<file path="src/rtl/struct_field_unpacker.sv">
// Accepts one packed {field0, field1} word and replays its fields one beat at a time,
// field0 first, each zero-extended to the wider of the two field widths.
module struct_field_unpacker #(
   parameter int FIELD0_WIDTH = 4,
   parameter int FIELD1_WIDTH = 4,
   localparam int OUT_WIDTH = (FIELD0_WIDTH > FIELD1_WIDTH) ? FIELD0_WIDTH : FIELD1_WIDTH
) (
   input  logic                                 clk,
   input  logic                                 rst,
   input  logic                                 in_valid,
   output logic                                 in_ready,
   input  logic [FIELD0_WIDTH+FIELD1_WIDTH-1:0] in_data,
   output logic                                 out_valid,
   input  logic                                 out_ready,
   output logic [OUT_WIDTH-1:0]                 out_data,
   output logic                                 out_idx,
   output logic                                 out_last,
   output logic [7:0]                           word_count
);

   localparam int IN_WIDTH = FIELD0_WIDTH + FIELD1_WIDTH;

   // Handshake rule for both ports: a transfer happens on a rising clk edge where
   // valid && ready; valid never waits on ready, and a stalled beat holds its data.
   typedef enum logic [1:0] {
      IDLE  = 2'd0,
      SEND0 = 2'd1,
      SEND1 = 2'd2
   } state_t;

   state_t                    state;
   logic [IN_WIDTH-1:0]       hold;
   logic [FIELD0_WIDTH-1:0]   field0;
   logic [FIELD1_WIDTH-1:0]   field1;

   assign field0 = hold[IN_WIDTH-1:FIELD1_WIDTH];
   assign field1 = hold[FIELD1_WIDTH-1:0];

   always_ff @(posedge clk or posedge rst) begin
      if (rst) begin
         state      <= IDLE;
         hold       <= '0;
         word_count <= '0;
      end else begin
         case (state)
            IDLE: begin
               if (in_valid) begin
                  hold  <= in_data;
                  state <= SEND0;
               end
            end
            SEND0: begin
               if (out_ready) state <= SEND1;
            end
            SEND1: begin
               // The next word is taken on the same edge that retires field1, so no bubble.
               if (out_ready) begin
                  word_count <= word_count + 8'd1;
                  if (in_valid) begin
                     hold  <= in_data;
                     state <= SEND0;
                  end else begin
                     state <= IDLE;
                  end
               end
            end
            default: state <= IDLE;
         endcase
      end
   end

   // out_ready reaches in_ready only; every other output is a decode of registers.
   assign in_ready  = (state == IDLE) || ((state == SEND1) && out_ready);
   assign out_valid = (state == SEND0) || (state == SEND1);
   assign out_idx   = (state == SEND1);
   assign out_last  = (state == SEND1);

   always_comb begin
      out_data = '0;
      case (state)
         SEND0:   out_data = OUT_WIDTH'(field0);
         SEND1:   out_data = OUT_WIDTH'(field1);
         default: out_data = '0;
      endcase
   end

endmodule

</file>
<file path="config.mk">
export PLATFORM = sky130hd
export DESIGN_NAME = struct_field_unpacker
export DESIGN_NICKNAME = d
export VERILOG_FILES = /design/src/rtl/struct_field_unpacker.sv
export SDC_FILE = /design/constraint.sdc
export NUM_CORES = 1
export LEC_CHECK = 0
export CORE_MARGIN = 2
export CORE_UTILIZATION = 35
export CTS_BUF_LIST = sky130_fd_sc_hd__clkbuf_16
export DETAILED_ROUTE_END_ITERATION = 12
export PLACE_DENSITY = 0.74
export SYNTH_ARGS = -nofsm -noshare
export SYNTH_HDL_FRONTEND = slang
export SYNTH_SLANG_ARGS = --single-unit
</file>
<file path="constraint.sdc">
create_clock -name clk -period 1.9 [get_ports clk]
set_clock_uncertainty 0.15 [all_clocks]
set_input_delay 0.475 -clock clk [delete_from_list [all_inputs] [get_ports clk]]
set_output_delay 0.475 -clock clk [all_outputs]
set_load 0.005 [all_outputs]
</file>
# == Word level (Yosys, flattened, before mapping) ==
# Index checks and enable logic that the tools add are counted.
# op_classes
addsub,1
n_eq_ne,5
mux,9
reduce_logical,8
# ops
cell,count
$mux W8,2
$pmux W8 S2,1
$add A8 B1 Y8 const B,1
$pmux W4 S2,1
$mux W2,3
$ne A2 B2 Y1 const B,3
$pmux W2 S3,1
$reduce_and A2 Y1,2
$reduce_and A3 Y1,1
$eq A2 B1 Y1 const B,1
$eq A2 B2 Y1 const B,1
$logic_not A2 Y1,1
$logic_or A1 B1 Y1,2
$reduce_bool A2 Y1,1
$logic_and A1 B1 Y1,1
$mux W1,1
# totals
reg_bits,18
input_bits,12
out_inout_bits,16
elab_cells,26

# == Depth between registers and ports, before layout ==
# Gate-level depths: netlist of the first run.
# depth
depth_word,3
mapped_depth,5
ltp_nobuf,5

# == Worst setup path before layout of the first run ==
# OpenSTA, ideal clock, no wires.
# synth_timing
path_type,register to register
from,reg state[0]
to,reg hold[0]
setup_time_ns,0.125
arrival_time_ns,1.557
t_required_ns,1.625
setup_slack_ns,0.068
path_stages_with_launch,6
n_path_buf,0
synth_period_minus_slack_ns,1.832
cell_sequence,dfrtp_1 -> inv_1 -> ha_1 -> mux2_4 -> nand2_4 -> mux2_4
# synth_between
elab_chain_cells,3
elab_cells_between_ends,6
cone_classes,2 x eq/ne; 1 x mux; 3 x reduce/logical
# synth_lines
item,line_no,rtl
"start, declared",31,state_t state;
"start signal, assigned",41,state <= IDLE;
"start signal, assigned",49,state <= SEND0;
"start signal, assigned",53,if (out_ready) state <= SEND1;
$eq A2 B2 Y1 *,n/a,
via out_idx,16,"output logic out_idx,"
$ne A2 B2 Y1 (no source line) / $reduce_bool A2 Y1 (equally long branches),n/a,
$reduce_and A2 Y1 (no source line),n/a,
"end signal, assigned",48,hold <= in_data;
"end signal, assigned",60,hold <= in_data;
"end, declared",32,logic [IN_WIDTH-1:0] hold;
# Mark *: on every way through the listed nets, which the timed path passes. The rest lies on a longest branch.
# A chain may end at the register's enable or synchronous reset.

# == Worst setup path after layout of the first run ==
# layout_timing
from,reg state[0]
to,out out_data[0]
# layout_between
elab_chain_cells,2
elab_cells_between_ends,3
cone_classes,2 x eq/ne; 1 x mux
# layout_lines
item,line_no,rtl
$eq A2 B2 Y1 / $eq A2 B1 Y1 (equally long branches),80,case (state)
$pmux W4 S2 *,80,
"end, declared",15,"output logic [OUT_WIDTH-1:0] out_data,"
# Mark *: on every way between the ends. The rest lies on a longest branch, timed or not.

==> metrics.txt, run 1 <==
status=complete, but fails checks; failing checks=setup timing; DIE WIDTH=55.9 um; Yosys warning count=0; io pins=28; Post-synth EDFFs=0; CP Max Fanout=3; Worst-path clk slew=0.05 ns; Tcrit/Tclk final=108%; clock tree from TritonCTS=done; final number of hold-violating endpoints=0; RSZ-0062 raised after global routing=yes; number of global-route vias before repair=between 800 and 900; die area=roughly 3100 sq um; Starting Density=between 30% and 40%; fillers=around 190; Residual DRC=0; kind of critical path=register to output port; worst slew pin tran=around 0.31 ns; slowest stage delay, CP=around 0.38 ns; Worst Path Buf+Inv=4; first-pass GRT wire length=4000 um; hold_sp=word_count[7]; post-synthesis sequential area ratio=between 40% and 50%; syn_area_per_cell=12.6 sq um; placement row count=18; #FFs+latches synth=18; DR pass1 iterations=4; share of the synthesized area in the top cell type=47.8%; I/O Buffers=27; Ant. Diodes=0; peak supply drop=between 1 and 1.5 mV; CP cell instances=inv_2 > buf_6 > ha_4 > buf_6 > a22oi_2 > nor2b_1 > buf_2; clock buffer depth=2; worst min path class=register to register; Worst path slowest cell=dfrtp_1; Yosys cell types=20; WP data arrival=around 1.4 ns; syn nets=94; max_slew headroom=79.6%; Cell Pwr Density=1640 nW/um^2; maxcap violations=0; grt ovf=0; Tmin final=2.05 ns; Placement Cell Area=1340 sq um; final setup TNS=-1.78 ns; vias=between 700 and 800; Worst R2R End=hold[4]; most used cell along the critical path=buf_6; Final Setup Violations=16; Sink Count=18; FFs w/ async S/R, synth=100%; cells on worst reg2reg path=8; CP startpoint kind=register; Core Util, Final=64.1%; layout cells sized above 1=between 40% and 50%; DR WL/cell=around 15 um; gpl congestion=roughly 0.78; Design Power=around 2.7 mW; leakage power=roughly 0.76 nW; Crit. End Element=output port; instance count on the critical path=7; dominant synthesized flop cell=dfrtp_1; Largest delay share family, worst path=buffers and inverters; top-count cell post-synth=dfrtp_1; routed vias/inst=4.84; largest net degree at the start of global routing=19; ranking of synthesized cells by area=dfrtp_1, mux2_4, ha_1, xnor2_1, mux2_2; Die H=55.9 um; H-tree levels=1; FF-to-FF Start=state[0]; cts bufs inserted=3; cts hold-fix bufs=0; Root Buffer=clkbuf_16; Min-Delay Path Depth=1; post-synthesis cell area=about 940 sq um; initial antenna violation count=0; flop2flop setup slack=-0.13 ns; final wirelength=between 2000 and 2500 um; Worst Setup SP=state[0]; Critical Path End=out_data[0]; Final WS setup=-0.150 ns; later-pin clock latency in the skew report=between 0.2 and 0.3 ns; Slew Limit Fails=0; Post-synth top cells=dfrtp_1, mux2_4, ha_1; Core Area=2520 sq um; area leader, netlist=dfrtp_1; synthesis-to-layout area growth=71.7%; ANT nets after route=0; Tot GR Track Use=16.8%; HPWL after DPL=1520 um; Max Freq=around 490 MHz; nets=between 150 and 200; Synth Instances=75; initial DRC count=8; worst endpoint required time=1.27 ns; cell area after layout=approximately 1600 sq um
## power by group
| group | total, mW | leakage (nW) | switching, mW | internal (mW) |
|---|---|---|---|---|
| registers | 0.692 | 0.225 | 0.155 | 0.537 |
| logic | 1.53 | 0.495 | 0.554 | 0.980 |
| clock network | 0.428 | 0.0385 | 0.148 | 0.280 |
## sequential cells by signal, summed over array words and instances, names as in the netlist
| register | count |
|---|---|
| word_count | 8 |
| hold | 8 |
| state | 2 |
## worst register-to-register path, cell delays in order (launching register included)
cell,delay (ns)
dfrtp_1,0.38
inv_2,0.08
buf_6,0.12
ha_4,0.16
buf_4,0.13
buf_6,0.12
mux2_4,0.32
nand2_8,0.13
mux2_4,0.32
## worst min path at each step
| stage | to |
|---|---|
| 6_report | word_count[7] |
| 5_1_grt | word_count[7] |
| 4_1_cts | word_count[7] |
| 3_5_place_dp | word_count[7] |
| 3_3_place_gp | word_count[7] |
| 2_1_floorplan | hold[0] |
## final cells by class
cell class	count	area [sq um]	share of cell area, %
Timing Repair Buffer	53	475	29.4
Multi-Input combinational cell	52	561	34.6
Sequential cell	18	450	27.8
Inverter	4	15.0	0.928
Clock buffer	3	75.1	4.64
Clock inverter	1	3.75	0.232
Tap cell	30	37.5	2.32
## cells in the final DEF, fill, tap and decap left out
cell type	Yosys	final
clkdlybuf4s50_1	0	19
dfrtp_1	18	18
buf_4	1	16
buf_6	0	12
mux2_4	9	10
buf_2	0	6
xnor2_1	5	5
a22oi_2	0	4
nor2b_1	4	4
ha_4	0	4
nand3_1	3	3
nand2_1	4	3
nor2_1	3	3
ha_1	7	3
clkbuf_16	0	3
nand4_1	2	2
xor2_1	2	2
inv_1	4	2
mux2_2	3	2
inv_2	0	2
nand2_8	0	1
and3_1	1	1
and4_1	1	1
a21oi_1	1	1
o22ai_2	0	1
nand2_2	0	1
nor3_1	1	1
clkinv_1	0	1
## metal layers
layer	vias up	global-route usage (%)	part of all wire, %
met5	-	0	0
met2	28	32.7	55
li1	370	-	-
met4	0	4.42	0.53
met1	379	16.9	40
met3	2	5.58	4.9
## cells by family after synthesis
kind of cell / Yosys count / share of synthesized area (%)
XOR/XNOR: 7 / 6.51
AND/OR/NAND/NOR: 20 / 11.7
AO/OA/AOI/OAI: 6 / 4.38
flip-flops: 18 / 47.8
multiplexers: 12 / 17.9
adder cells (fa/ha/maj): 7 / 9.30
buffers and inverters: 5 / 2.39
## through the flow
step,instances,worst slack [ns],hold WS (ns)
floorplan,75,0.0683,0.264
global placement,144,-0.315,0.307
detailed placement,144,-0.335,0.311
CTS,160,-0.125,0.319
global route,161,-0.233,0.330
finish,161,-0.150,0.312
## repair_timing
item | 4_1_cts | 5_1_grt
buffers inserted | 12 | 3
pin swaps | 7 | 2
resized for setup | 54 | 7
endpoints found under the setup margin | 16 | 17
Note: power is estimated with default switching activity, not from simulation.
==> inputs of run 2 (changes only) <==
--- a/config.mk
+++ b/config.mk
@@ -10,6 +10,7 @@
 export CTS_BUF_LIST = sky130_fd_sc_hd__clkbuf_16
 export DETAILED_ROUTE_END_ITERATION = 12
 export PLACE_DENSITY = 0.74
+export RECOVER_POWER = 50
 export SYNTH_ARGS = -nofsm -noshare
 export SYNTH_HDL_FRONTEND = slang
 export SYNTH_SLANG_ARGS = --single-unit
==> run 2 against run 1 <==
- the flow still finishes with violations (setup timing)
- sequential cell count unchanged
- die area stayed put
- first-iteration DRC count decreased by 13%
- sequential power hardly changed
- combinational power is essentially flat
- cell area shrank 0.23%
- largest cell class unchanged
- highest routed layer unchanged
==> metrics.txt, run 2 (synthesis results as in run 1) <==
status=complete, but fails checks; failing checks=setup timing; Max Freq=488 MHz (unchanged); Crit. End Element=output port; Worst Path Buf+Inv=4 (unchanged); nets=151 (unchanged); number of global-route vias before repair=889 (unchanged); CP startpoint kind=register; Slew Limit Fails=0 (unchanged); Tot GR Track Use=16.8% (unchanged); grt ovf=0 (unchanged); initial antenna violation count=0 (unchanged); clock tree from TritonCTS=done; HPWL after DPL=1520 um (unchanged); Tcrit/Tclk final=108% (unchanged); CP cell instances=inv_2 > buf_6 > ha_4 > buf_6 > a22oi_2 > nor2b_1 > buf_2; worst slew pin tran=0.966 ns (+0.661 ns); Final WS setup=-0.150 ns (unchanged); Tmin final=2.05 ns (unchanged); synthesis-to-layout area growth=71.3%; slowest stage delay, CP=0.38 ns (about the same); Core Area=2520 sq um (unchanged); worst min path class=register to register; worst endpoint required time=1.27 ns (about the same); peak supply drop=1.20 mV (about the same); commonest non-fill, non-tap cells in the layout=dfrtp_1, clkdlybuf4s50_1, buf_4; cts hold-fix bufs=0 (unchanged); final wirelength=2430 um (about the same); CP Max Fanout=3 (unchanged); Residual DRC=0 (unchanged); DR pass1 iterations=4 (unchanged); largest net degree at the start of global routing=19 (unchanged); Die H=55.9 um (unchanged); H-tree levels=1 (unchanged); WP data arrival=1.43 ns (about the same); RSZ-0062 raised after global routing=yes; leakage power=0.754 nW (-0.44%); I/O Buffers=27 (unchanged); Top Registers=hold (8), word_count (8), state (2); die area=3120 sq um (unchanged); Cell Pwr Density=1640 nW/um^2 (+0.18%); routed vias/inst=4.84 (unchanged); cts bufs inserted=3 (unchanged); vias=779 (unchanged); layout cells sized above 1=46.6% (-0.76 points); final setup TNS=-1.78 ns (unchanged); ANT nets after route=0 (unchanged); Final Setup Violations=16 (unchanged); io pins=28 (unchanged); kind of critical path=register to output port; Ant. Diodes=0 (unchanged); max_slew headroom=35.6% (-44 points); first-pass GRT wire length=4000 um (unchanged); Worst path slowest cell=dfrtp_1; DIE WIDTH=55.9 um (unchanged); final number of hold-violating endpoints=0 (unchanged); worst hold slack=0.312 ns (unchanged); Sink Count=18 (unchanged); Root Buffer=clkbuf_16; placement row count=18 (unchanged); initial DRC count=7 (-1); Largest delay share family, worst path=buffers and inverters; gpl congestion=0.777 (unchanged); Worst-path clk slew=0.05 ns (about the same); Starting Density=37.4% (unchanged); DR WL/cell=15.1 um (about the same); most used cell along the critical path=buf_6; later-pin clock latency in the skew report=0.25 ns (about the same); clock buffer depth=2 (unchanged); maxcap violations=0 (unchanged)
-- run 2: changes by cell type in the layout (fill, tap and decap cells not counted), sizes merged --
cell	change
clkdlybuf4s50	-1
dlygate4sd3	+1
clkbuf	+1
buf	-1
-- run 2: path summary, 6_finish.rpt --
path	startpoint	endpoint	slack, ns	cells after the start
min in group asynchronous	rst	hold[6]	0.80	3
worst min-delay path	word_count[7]	word_count[7]	0.31	1
worst max-delay path	state[0]	out_data[0]	-0.15	7
max in group asynchronous	rst	word_count[3]	0.22	3
worst max register to register	state[0]	hold[4]	-0.13	8
worst min register to register	word_count[7]	word_count[7]	0.31	1
-- run 2: timing repair --
item,CTS,global route
gates resized for setup,54,7
setup buffers,12,3
endpoints found under the setup margin,16,17
endpoints found under the hold margin,0,0
pin swaps,7,2
-- run 2: per-layer routing --
layer | global-route usage [%] | vias up | share of wire, %
met5 | 0 | - | 0
met1 | 16.9 | 379 | 40
met2 | 32.7 | 28 | 54
met3 | 5.58 | 2 | 4.9
li1 | - | 370 | -
met4 | 4.42 | 0 | 0.53
-- run 2: cell type report --
type | count | area (sq um)
clock buffers | 3 | 75.1
clock inverters | 1 | 3.75
fillers | 191 | 908
inverters | 4 | 15.0
multi-input cells | 52 | 561
flip-flops and latches | 18 | 450
well taps | 30 | 37.5
repair buffers | 53 | 472
-- run 2: report_power, final --
part / leakage, nW / switching (mW) / internal (mW)
clock network: 0.0385 / 0.148 / 0.280
logic: 0.491 / 0.554 / 0.979
registers: 0.225 / 0.155 / 0.537
-- run 2: through the flow --
step           worst slack (ns)  cells  power, mW  cell area, sq um  utilization (%)
2_1_floorplan            0.0683     75       1.24               942                -
3_3_place_gp             -0.315    144       1.77              1340             53.1
3_5_place_dp             -0.335    144       1.81              1340             53.1
4_1_cts                  -0.125    160       2.55              1590             62.9
5_1_grt                  -0.233    161       2.80              1610             64.0
6_report                 -0.150    161       2.65              1610             64.0
==> inputs of run 3 (changes only) <==
--- a/config.mk
+++ b/config.mk
@@ -9,7 +9,8 @@
 export CORE_UTILIZATION = 35
 export CTS_BUF_LIST = sky130_fd_sc_hd__clkbuf_16
 export DETAILED_ROUTE_END_ITERATION = 12
-export PLACE_DENSITY = 0.74
+export GPL_TIMING_DRIVEN = 0
+export PLACE_DENSITY_LB_ADDON = 0.25
 export RECOVER_POWER = 50
 export SYNTH_ARGS = -nofsm -noshare
 export SYNTH_HDL_FRONTEND = slang
==> run 3 against run 2 <==
- the flow still finishes with violations (setup timing)
- non-clock buffer count shrank 8
- final cell count decreased by 5.0%
- first-iteration DRC count up 14%
- die area stayed put
- combinational power is 11% lower
- sequential cell count is the same
- cell area shrank 3.3%
- global-route usage shrank 1.0 points
==> metrics.txt, run 3 (synthesis results as in run 1) <==
status=complete, but fails checks; failing checks=setup timing; ANT nets after route=0 (unchanged); worst endpoint required time=1.27 ns (about the same); Root Buffer=clkbuf_16; final number of hold-violating endpoints=0 (unchanged); number of global-route vias before repair=841 (-5.4%); leakage power=0.724 nW (-4.0%); H-tree levels=1 (unchanged); initial DRC count=8 (+1); die area=3120 sq um (unchanged); Psw=0.815 mW (-4.9%); nets=143 (-5.3%); Largest delay share family, worst path=flip-flops; cts bufs inserted=3 (unchanged); commonest non-fill, non-tap cells in the layout=clkdlybuf4s50_1, dfrtp_1, buf_4; later-pin clock latency in the skew report=0.25 ns (about the same); Final Setup Violations=15 (-1); Cell Pwr Density=1600 nW/um^2 (-2.9%); clock buffer depth=2 (unchanged); final wirelength=2250 um (-7.4%); Sink Count=18 (unchanged); Core Util, Final=61.9% (-2.1 points); slowest stage delay, CP=0.44 ns (+0.06 ns); RSZ-0062 raised after global routing=yes; HPWL after DPL=1360 um (-11%); Slew Limit Fails=0 (unchanged); CP startpoint kind=register; Core Area=2520 sq um (unchanged); Final WS setup=-0.153 ns (-0.00213 ns); I/O Buffers=27 (unchanged); Reg power frac=28.3% (+2.2 points); grt ovf=0 (unchanged); routed vias/inst=5.01 (+3.5%); dpl ws=-0.541 ns (-0.206 ns); initial antenna violation count=0 (unchanged); clock tree from TritonCTS=done; max_slew headroom=54.0% (+18 points); vias=766 (-1.7%); DR WL/cell=14.7 um (-2.6%); largest net degree at the start of global routing=19 (unchanged); Worst Path Buf+Inv=3 (-1); gpl congestion=0.645 (-17%); CP cell instances=buf_12 > ha_4 > buf_6 > a22oi_2 > nor2b_1 > buf_2; Max Freq=487 MHz (-0.10%); layout cells sized above 1=44.7% (-1.8 points); worst min path class=register to register; Die H=55.9 um (unchanged); combinational share of power=54.6% (-3.2 points); DIE WIDTH=55.9 um (unchanged); Tmin final=2.05 ns (+0.00213 ns); CP Max Fanout=4 (+1); leading cell type in the layout, fill and taps excluded=clkdlybuf4s50_1; Worst path slowest cell=dfrtp_2; placement row count=18 (unchanged); WP data arrival=1.43 ns (about the same); Residual DRC=0 (unchanged); Tcrit/Tclk final=108% (+0.11 points); cts hold-fix bufs=0 (unchanged); maxcap violations=0 (unchanged); kind of critical path=register to output port; synthesis-to-layout area growth=65.7%; Starting Density=37.4% (unchanged); worst slew pin tran=0.689 ns (-0.277 ns); Ant. Diodes=0 (unchanged); switching share of power=32.7% (+0.41 points); DR pass1 iterations=4 (unchanged); Top Registers=hold (8), word_count (8), state (2); clock share of power=17.1% (+1.0 points); Worst-path clk slew=0.05 ns (about the same); Crit. End Element=output port; peak supply drop=0.949 mV (-21%); io pins=28 (unchanged); first-pass GRT wire length=3760 um (-6.0%); worst hold slack=0.315 ns (+0.00256 ns); internal power=1.68 mW (-6.6%); Tot GR Track Use=15.8% (-1.0 points)
run 3: cell types whose count changed in the layout (fill, tap and decap cells not counted), moves of 2 or more:
cell / previous run / this run
inv_2: 2 / 0
buf_4: 15 / 11
dfrtp_1: 18 / 16
inv_4: 0 / 2
dfrtp_2: 0 / 2
buf_6: 12 / 7
run 3: final cells by class:
cell class	count	area, sq um
buffer	1	7.51
clock buffer	3	75.1
clock inverter	1	3.75
fill	211	961
inverter	4	20.0
multi-input combinational	52	562
sequential	18	453
tap	30	37.5
timing repair buffer	44	403
run 3: path summary, 6_finish.rpt:
check,slack (ns),endpoint,start,cells after the start
worst min register to register,0.31,word_count[7],word_count[7],1
worst max-delay path,-0.15,out_data[1],state[1],6
worst min-delay path,0.31,word_count[7],word_count[7],1
max in group asynchronous,0.50,state[1],rst,2
min in group asynchronous,0.62,hold[6],rst,2
worst max register to register,-0.03,hold[5],state[1],6
run 3: power groups by stage:
stage          Clock, mW  Sequential, mW  Combinational (mW)
2_1_floorplan          0           0.646               0.598
3_3_place_gp           0           0.670               0.967
3_5_place_dp           0           0.677               0.982
4_1_cts            0.428           0.701                1.33
5_1_grt            0.460           0.723                1.47
6_report           0.426           0.705                1.36
run 3: through the flow:
| stage | cells | TNS (ns) | total power, mW | area [sq um] |
|---|---|---|---|---|
| 2_1_floorplan | 75 | 0 | 1.24 | 942 |
| 3_3_place_gp | 132 | -3.78 | 1.64 | 1250 |
| 3_5_place_dp | 132 | -3.87 | 1.66 | 1250 |
| 4_1_cts | 151 | -0.874 | 2.46 | 1550 |
| 5_1_grt | 153 | -1.43 | 2.65 | 1560 |
| 6_report | 153 | -0.905 | 2.49 | 1560 |
run 3: worst reg2reg max path, stage by stage, from the launching register on:
cell     delay (ns)
dfrtp_2        0.44
buf_12         0.14
ha_4           0.16
buf_4          0.14
mux2_4         0.33
nand2_8        0.13
mux2_4         0.32
run 3: routing by layer:
| metal | routed length (um) | up-vias | track usage [%] |
|---|---|---|---|
| li1 | - | 356 | - |
| met1 | 896 | 377 | 17.3 |
| met2 | 1190 | 27 | 28.2 |
| met3 | 106 | 6 | 3.26 |
| met4 | 62 | 0 | 8.50 |
| met5 | 0 | - | 0 |
run 3: timing repair:
| item | in CTS | in global routing |
|---|---|---|
| resized for setup | 57 | 3 |
| setup buffers | 15 | 4 |
| pin swaps | 5 | 3 |
| setup endpoints to repair | 16 | 20 |
==> RTL edit 1 (settings of run 2) <==
Change the parameter `FIELD0_WIDTH` from 4 to 5.
--- a/src/rtl/struct_field_unpacker.sv
+++ b/src/rtl/struct_field_unpacker.sv
@@ -1,7 +1,7 @@
 // Accepts one packed {field0, field1} word and replays its fields one beat at a time,
 // field0 first, each zero-extended to the wider of the two field widths.
 module struct_field_unpacker #(
-   parameter int FIELD0_WIDTH = 4,
+   parameter int FIELD0_WIDTH = 5,
    parameter int FIELD1_WIDTH = 4,
    localparam int OUT_WIDTH = (FIELD0_WIDTH > FIELD1_WIDTH) ? FIELD0_WIDTH : FIELD1_WIDTH
 ) (
Interface: changed (resized in_data and out_data); port bits go from 28 to 30. The function was not compared with the original's and may differ.
==> RTL edit 1 against run 2 <==
The run still ends with setup timing left. Final cell count grew 1.2%. Critical path depth shrank 1. Count of clock-buffer cells in the layout is the same. Sequential cell count grew 1. Wire length shrank 4.4%. Area after synthesis grew 1.3%. Worst hold slack gained 0.0076 ns. Fmax grew 0.62%. Cell area grew 3.1%. Sequential share of layout area grew 0.66 points. Worst setup slack gained 0.013 ns. Power grew 0.76%. Critical endpoint is now out_data[1]. Largest cell class unchanged.
==> RTL edit 1: results (changes against run 2) <==
Parameter                              Value

Logic synthesis
  Share of synthesized cell area in full adder, half adder and majority cells    9.17% (-0.12 points)
  Multiplexer area fraction after synthesis    15.7% (-2.2 points)
  Synthesized Nets    98 (+4.3%)
  Cell types occupying the most area after synthesis    dfrtp_1, mux2_2, ha_1, xnor2_1, a22oi_1
  Area share of xor/xnor cells in the synthesized design    6.42% (-0.085 points)
  Post-synthesis sequential area ratio    49.8% (+2.0 points)
  Proportion of netlist area held by the largest area contributor    49.8% (+2.0 points)
  Top cell types by occurrence after synthesis    dfrtp_1, mux2_2, ha_1, xnor2_1

Placed design
  Placer's final routability congestion estimate    0.665 (-14%)
  Count of port buffers added during placement    29 (+7.4%)

GRT
  Maximum number of pins on one net before global-route repair    20 (+1)
  Number of global-route vias before repair    834 (-6.2%)
  Global-route total usage across every layer    15.9% (-0.92 points)
  Met1 capacity usage during global routing    17.9% (+1.0 points)
  Met2 usage    28.1% (-4.6 points)
  First-pass GRT wire length    3840 um (-4.1%)
  Met3 capacity usage during global routing    3.02% (-2.6 points)

Routing
  Aggregate routed wire length    2330 um (-4.4%)
  Number of DRC markers in iteration 0    9 (+2)

Run status
  Failing checks    setup timing
  Run status    finished, violations left

Finish
  Net total in the final layout    154 (+2.0%)
  Top flop regs    hold: 9 flops, word_count: 8 flops, state: 2 flops
  Fill cell total of the finished layout    199 (+4.2%)

Timing
  Worst-case setup margin in the final layout    -0.138 ns (+0.0126 ns)
  Setup-violating endpoint count in the final report    15 (-1)
  Worst max-slew margin expressed relative to the limit    32.1% (-3.5 points)

Power and ir drop
  Worst VDD drop    902 uV (-25%)
## RTL edit 1: cell types whose count changed after synthesis, sizes merged
cell / delta
mux2: +1
dfrtp: +1
and3: +1
## RTL edit 1: worst paths after layout
check,start,endpoint,slack (ns),cells past startpoint
hold reg to reg,word_count[7]$_DFFE_PP0P_,word_count[7]$_DFFE_PP0P_,0.32,1
hold / removal,word_count[7]$_DFFE_PP0P_,word_count[7]$_DFFE_PP0P_,0.32,1
max in group asynchronous,rst,state[0]$_DFFE_PP0P_,0.30,3
setup reg to reg,state[1]$_DFFE_PP0P_,hold[8]$_DFFE_PP0P_,-0.08,7
min in group asynchronous,rst,word_count[5]$_DFFE_PP0P_,0.68,3
setup / recovery,state[1]$_DFFE_PP0P_,out_data[1],-0.14,6
## RTL edit 1: cell type report
cell class	instances	share of cell area, %
inverters	4	0.902
clock inverters	1	0.301
repair buffers	51	27.2
clock buffers	3	4.51
flip-flops and latches	19	28.6
well taps	30	2.26
multi-input cells	55	36.2
## RTL edit 1: kinds of logic (layout without fill, tap and decap cells)
logic type	Yosys count	after routing
AOI/OAI and AO/OA	6	6
xor gates and xnor gates	7	7
adders and majority gates	7	7
buffers and inverters	5	59
DFF	19	19
muxes	13	13
and+or+nand+nor	21	22
## RTL edit 1: repair_timing
action | 4_1_cts | 5_1_grt
cloned | 1 | 0
pin swaps | 5 | 3
gates resized for setup | 59 | 13
endpoints found under the setup margin | 18 | 20
buffers inserted | 11 | 1
## RTL edit 1: critical path: stages (launching register included)
cell	delay [ns]
dfrtp_1	0.41
buf_6	0.14
ha_4	0.17
buf_6	0.12
a22oi_2	0.14
nor2b_1	0.06
buf_2	0.12
## RTL edit 1: report_power, final
| part | leakage (nW) | switching (W) | internal, W | total (W) |
|---|---|---|---|---|
| clock network | 0.0409 | 0.000157 | 0.000283 | 0.000440 |
| logic | 0.508 | 0.000551 | 0.000963 | 0.00151 |
| registers | 0.236 | 0.000149 | 0.000570 | 0.000719 |
## RTL edit 1: per-layer routing
layer | share of wire, % | up-vias
met3 | 6.4 | 5
li1 | - | 383
met5 | 0 | -
met4 | 1.9 | 0
met2 | 51 | 28
met1 | 41 | 395
## RTL edit 1: per-stage QoR
step / power [W] / TNS [ns] / std cells / hold slack [ns]
final: 0.00267 / -1.07 / 163 / 0.320
after CTS: 0.00260 / -1.61 / 164 / 0.329
after floorplan: 0.00123 / 0 / 78 / 0.276
after global routing: 0.00284 / -1.53 / 163 / 0.343
after global placement: 0.00175 / -3.59 / 148 / 0.307
after detailed placement: 0.00177 / -3.60 / 148 / 0.317
==> RTL edit 2 (settings of run 2) <==
Made on the original files. The 3 states of `state_t` get a one-hot encoding in 3 bits.
--- a/src/rtl/struct_field_unpacker.sv
+++ b/src/rtl/struct_field_unpacker.sv
@@ -22,10 +22,10 @@
 
    // Handshake rule for both ports: a transfer happens on a rising clk edge where
    // valid && ready; valid never waits on ready, and a stalled beat holds its data.
-   typedef enum logic [1:0] {
-      IDLE  = 2'd0,
-      SEND0 = 2'd1,
-      SEND1 = 2'd2
+   typedef enum logic [2:0] {
+      IDLE  = 3'b001,
+      SEND0 = 3'b010,
+      SEND1 = 3'b100
    } state_t;
 
    state_t                    state;
Function: no difference found for any inputs over 10 cycles, from zero or initial values and one cycle with rst high; not proved beyond that.
==> RTL edit 2 against run 2 <==
The run still ends with setup timing left. Power shrank 21%. Critical path depth down 2. Area after synthesis increased by 18%. Via count up 33%. Core utilization shrank 8.5 points. Worst hold slack improved by 0.010 ns. Sequential cell count grew 1. Cell area rose by 4.0%. Wire length increased by 16%. Die area is 17% higher. Worst setup slack improved by 0.13 ns. Critical endpoint unchanged. Largest power group unchanged. Highest routed layer unchanged.
==> RTL edit 2: results (changes against run 2) <==
Parameter                              Value

Routing
  Aggregate routed wire length    2820 um (+16%)
  Routed met1 length    1170 um (+20%)
  WL met3    160 um (+34%)
  Met2 wire length    1440 um (+8.3%)
  Mean number of vias per cell    5.25 (+8.6%)

Clocking
  Post-CTS setup buffer count    3 (-9)
  Resized Gates After CTS    48 (-11%)

GRT
  Global-route total usage across every layer    17.6% (+0.81 points)
  Met3 capacity usage during global routing    4.05% (-1.5 points)
  Number of global-route vias before repair    1015 (+14%)
  Maximum number of pins on one net before global-route repair    20 (+1)
  Met1 capacity usage during global routing    19.7% (+2.8 points)
  First-pass GRT wire length    4600 um (+15%)
  Met2 usage    30.7% (-1.9 points)

Logic synthesis
  Share of synthesized cell area in full adder, half adder and majority cells    1.12% (-8.2 points)
  Number of distinct library cells after synthesis    34 (+70%)
  Top cell types by occurrence after synthesis    dfrtp_1, nor2_1, nor4bb_1, o21ai_0, o221a_1
  Proportion of netlist area held by the largest area contributor    40.5% (-7.3 points)
  Area share of xor/xnor cells in the synthesized design    5.51% (-1.0 points)
  Synthesized Nets    121 (+29%)
  Post-synthesis sequential area ratio    42.9% (-5.0 points)
  Cell types occupying the most area after synthesis    dfrtp_1, o221a_1, nor4bb_1, nor2_1, xnor2_1
  Multiplexer area fraction after synthesis    2.92% (-15 points)

Placed design
  Post-Place Cell Area    1540 um2 (+15%)
  Placer's final routability congestion estimate    0.803 (+3.3%)
  Cell total after placement    190 (+32%)
  Hpwl dp    1920 um (+26%)
  Pre-CTS WS    -0.429 ns (-0.0946 ns)

Worst setup path
  Arr. time, crit path    1.30 ns (-0.13 ns)
  CP Max Fanout    6 (+3)
  Endpoint of the worst-slack reg-to-reg timing path    hold[1]$_DFFE_PP0P_
  Beginning of the worst register-to-register path    state[0]$_DFFE_PP1P_
  Reg-to-reg slack, setup    0.22 ns (+0.35 ns)
  Start point of the critical path    state[2]$_DFFE_PP0P_
  CP peak stage delay    0.41 ns (+0.03 ns)

Finish
  Net total in the final layout    167 (+11%)
  Number of non-filler instances in the completed layout    197 (+22%)
  Fraction of layout instances using a drive strength above 1    33.3% (-13 points)
  Fill cell total of the finished layout    263 (+38%)
  Final antenna diode count    0 (unchanged)
  Top flop regs    hold: 8 flops, word_count: 8 flops, state: 3 flops

Timing
  Worst-case setup margin in the final layout    -0.0239 ns (+0.127 ns)
  Setup TNS    -0.0448 ns (+1.74 ns)
  Setup-violating endpoint count in the final report    3 (-13)
  Worst max-slew margin expressed relative to the limit    76.5% (+41 points)

Power and ir drop
  Worst VDD drop    531 uV (-56%)
  Total power density per cell area    1250 nW/um2 (-24%)

Run status
  Run status    finished, violations left
  Failing checks    setup timing
-- RTL edit 2: cell types whose count changed after synthesis, moves of 4 or more --
cell / before / now
nand2b_1: 0 / 4
mux2_4: 9 / 0
o221a_1: 0 / 7
nor2_1: 3 / 14
ha_1: 7 / 1
o21ai_0: 0 / 7
nor4bb_1: 0 / 7
-- RTL edit 2: final cells by class --
cell class	instances	area share [%]
inverters	2	0.596
clock buffers	3	4.47
flip-flops and latches	19	28.5
repair buffers	50	26.2
multi-input cells	78	36.7
well taps	44	3.28
clock inverters	1	0.298
-- RTL edit 2: report_power, final --
part	total [W]	switching (W)	internal, W
clock network	0.000432	0.000150	0.000282
logic	0.000992	0.000413	0.000579
registers	0.000679	0.000138	0.000541
-- RTL edit 2: worst min-delay path by stage --
stage | slack, ns | from | cells after the start | endpoint
2_1_floorplan | 0.28 | rst | 1 | hold[0]$_DFFE_PP0P_
3_3_place_gp | 0.31 | word_count[7]$_DFFE_PP0P_ | 1 | word_count[7]$_DFFE_PP0P_
3_5_place_dp | 0.32 | word_count[7]$_DFFE_PP0P_ | 1 | word_count[7]$_DFFE_PP0P_
4_1_cts | 0.33 | word_count[7]$_DFFE_PP0P_ | 1 | word_count[7]$_DFFE_PP0P_
5_1_grt | 0.33 | word_count[7]$_DFFE_PP0P_ | 1 | word_count[7]$_DFFE_PP0P_
6_report | 0.32 | word_count[7]$_DFFE_PP0P_ | 1 | word_count[7]$_DFFE_PP0P_
-- RTL edit 2: critical path, delay by kind of cell, from the launching register on --
| family | cells | cell delay [ns] |
|---|---|---|
| simple gates | 2 | 0.31 |
| buf+inv | 2 | 0.26 |
| flops | 1 | 0.41 |
| compound gates | 1 | 0.07 |
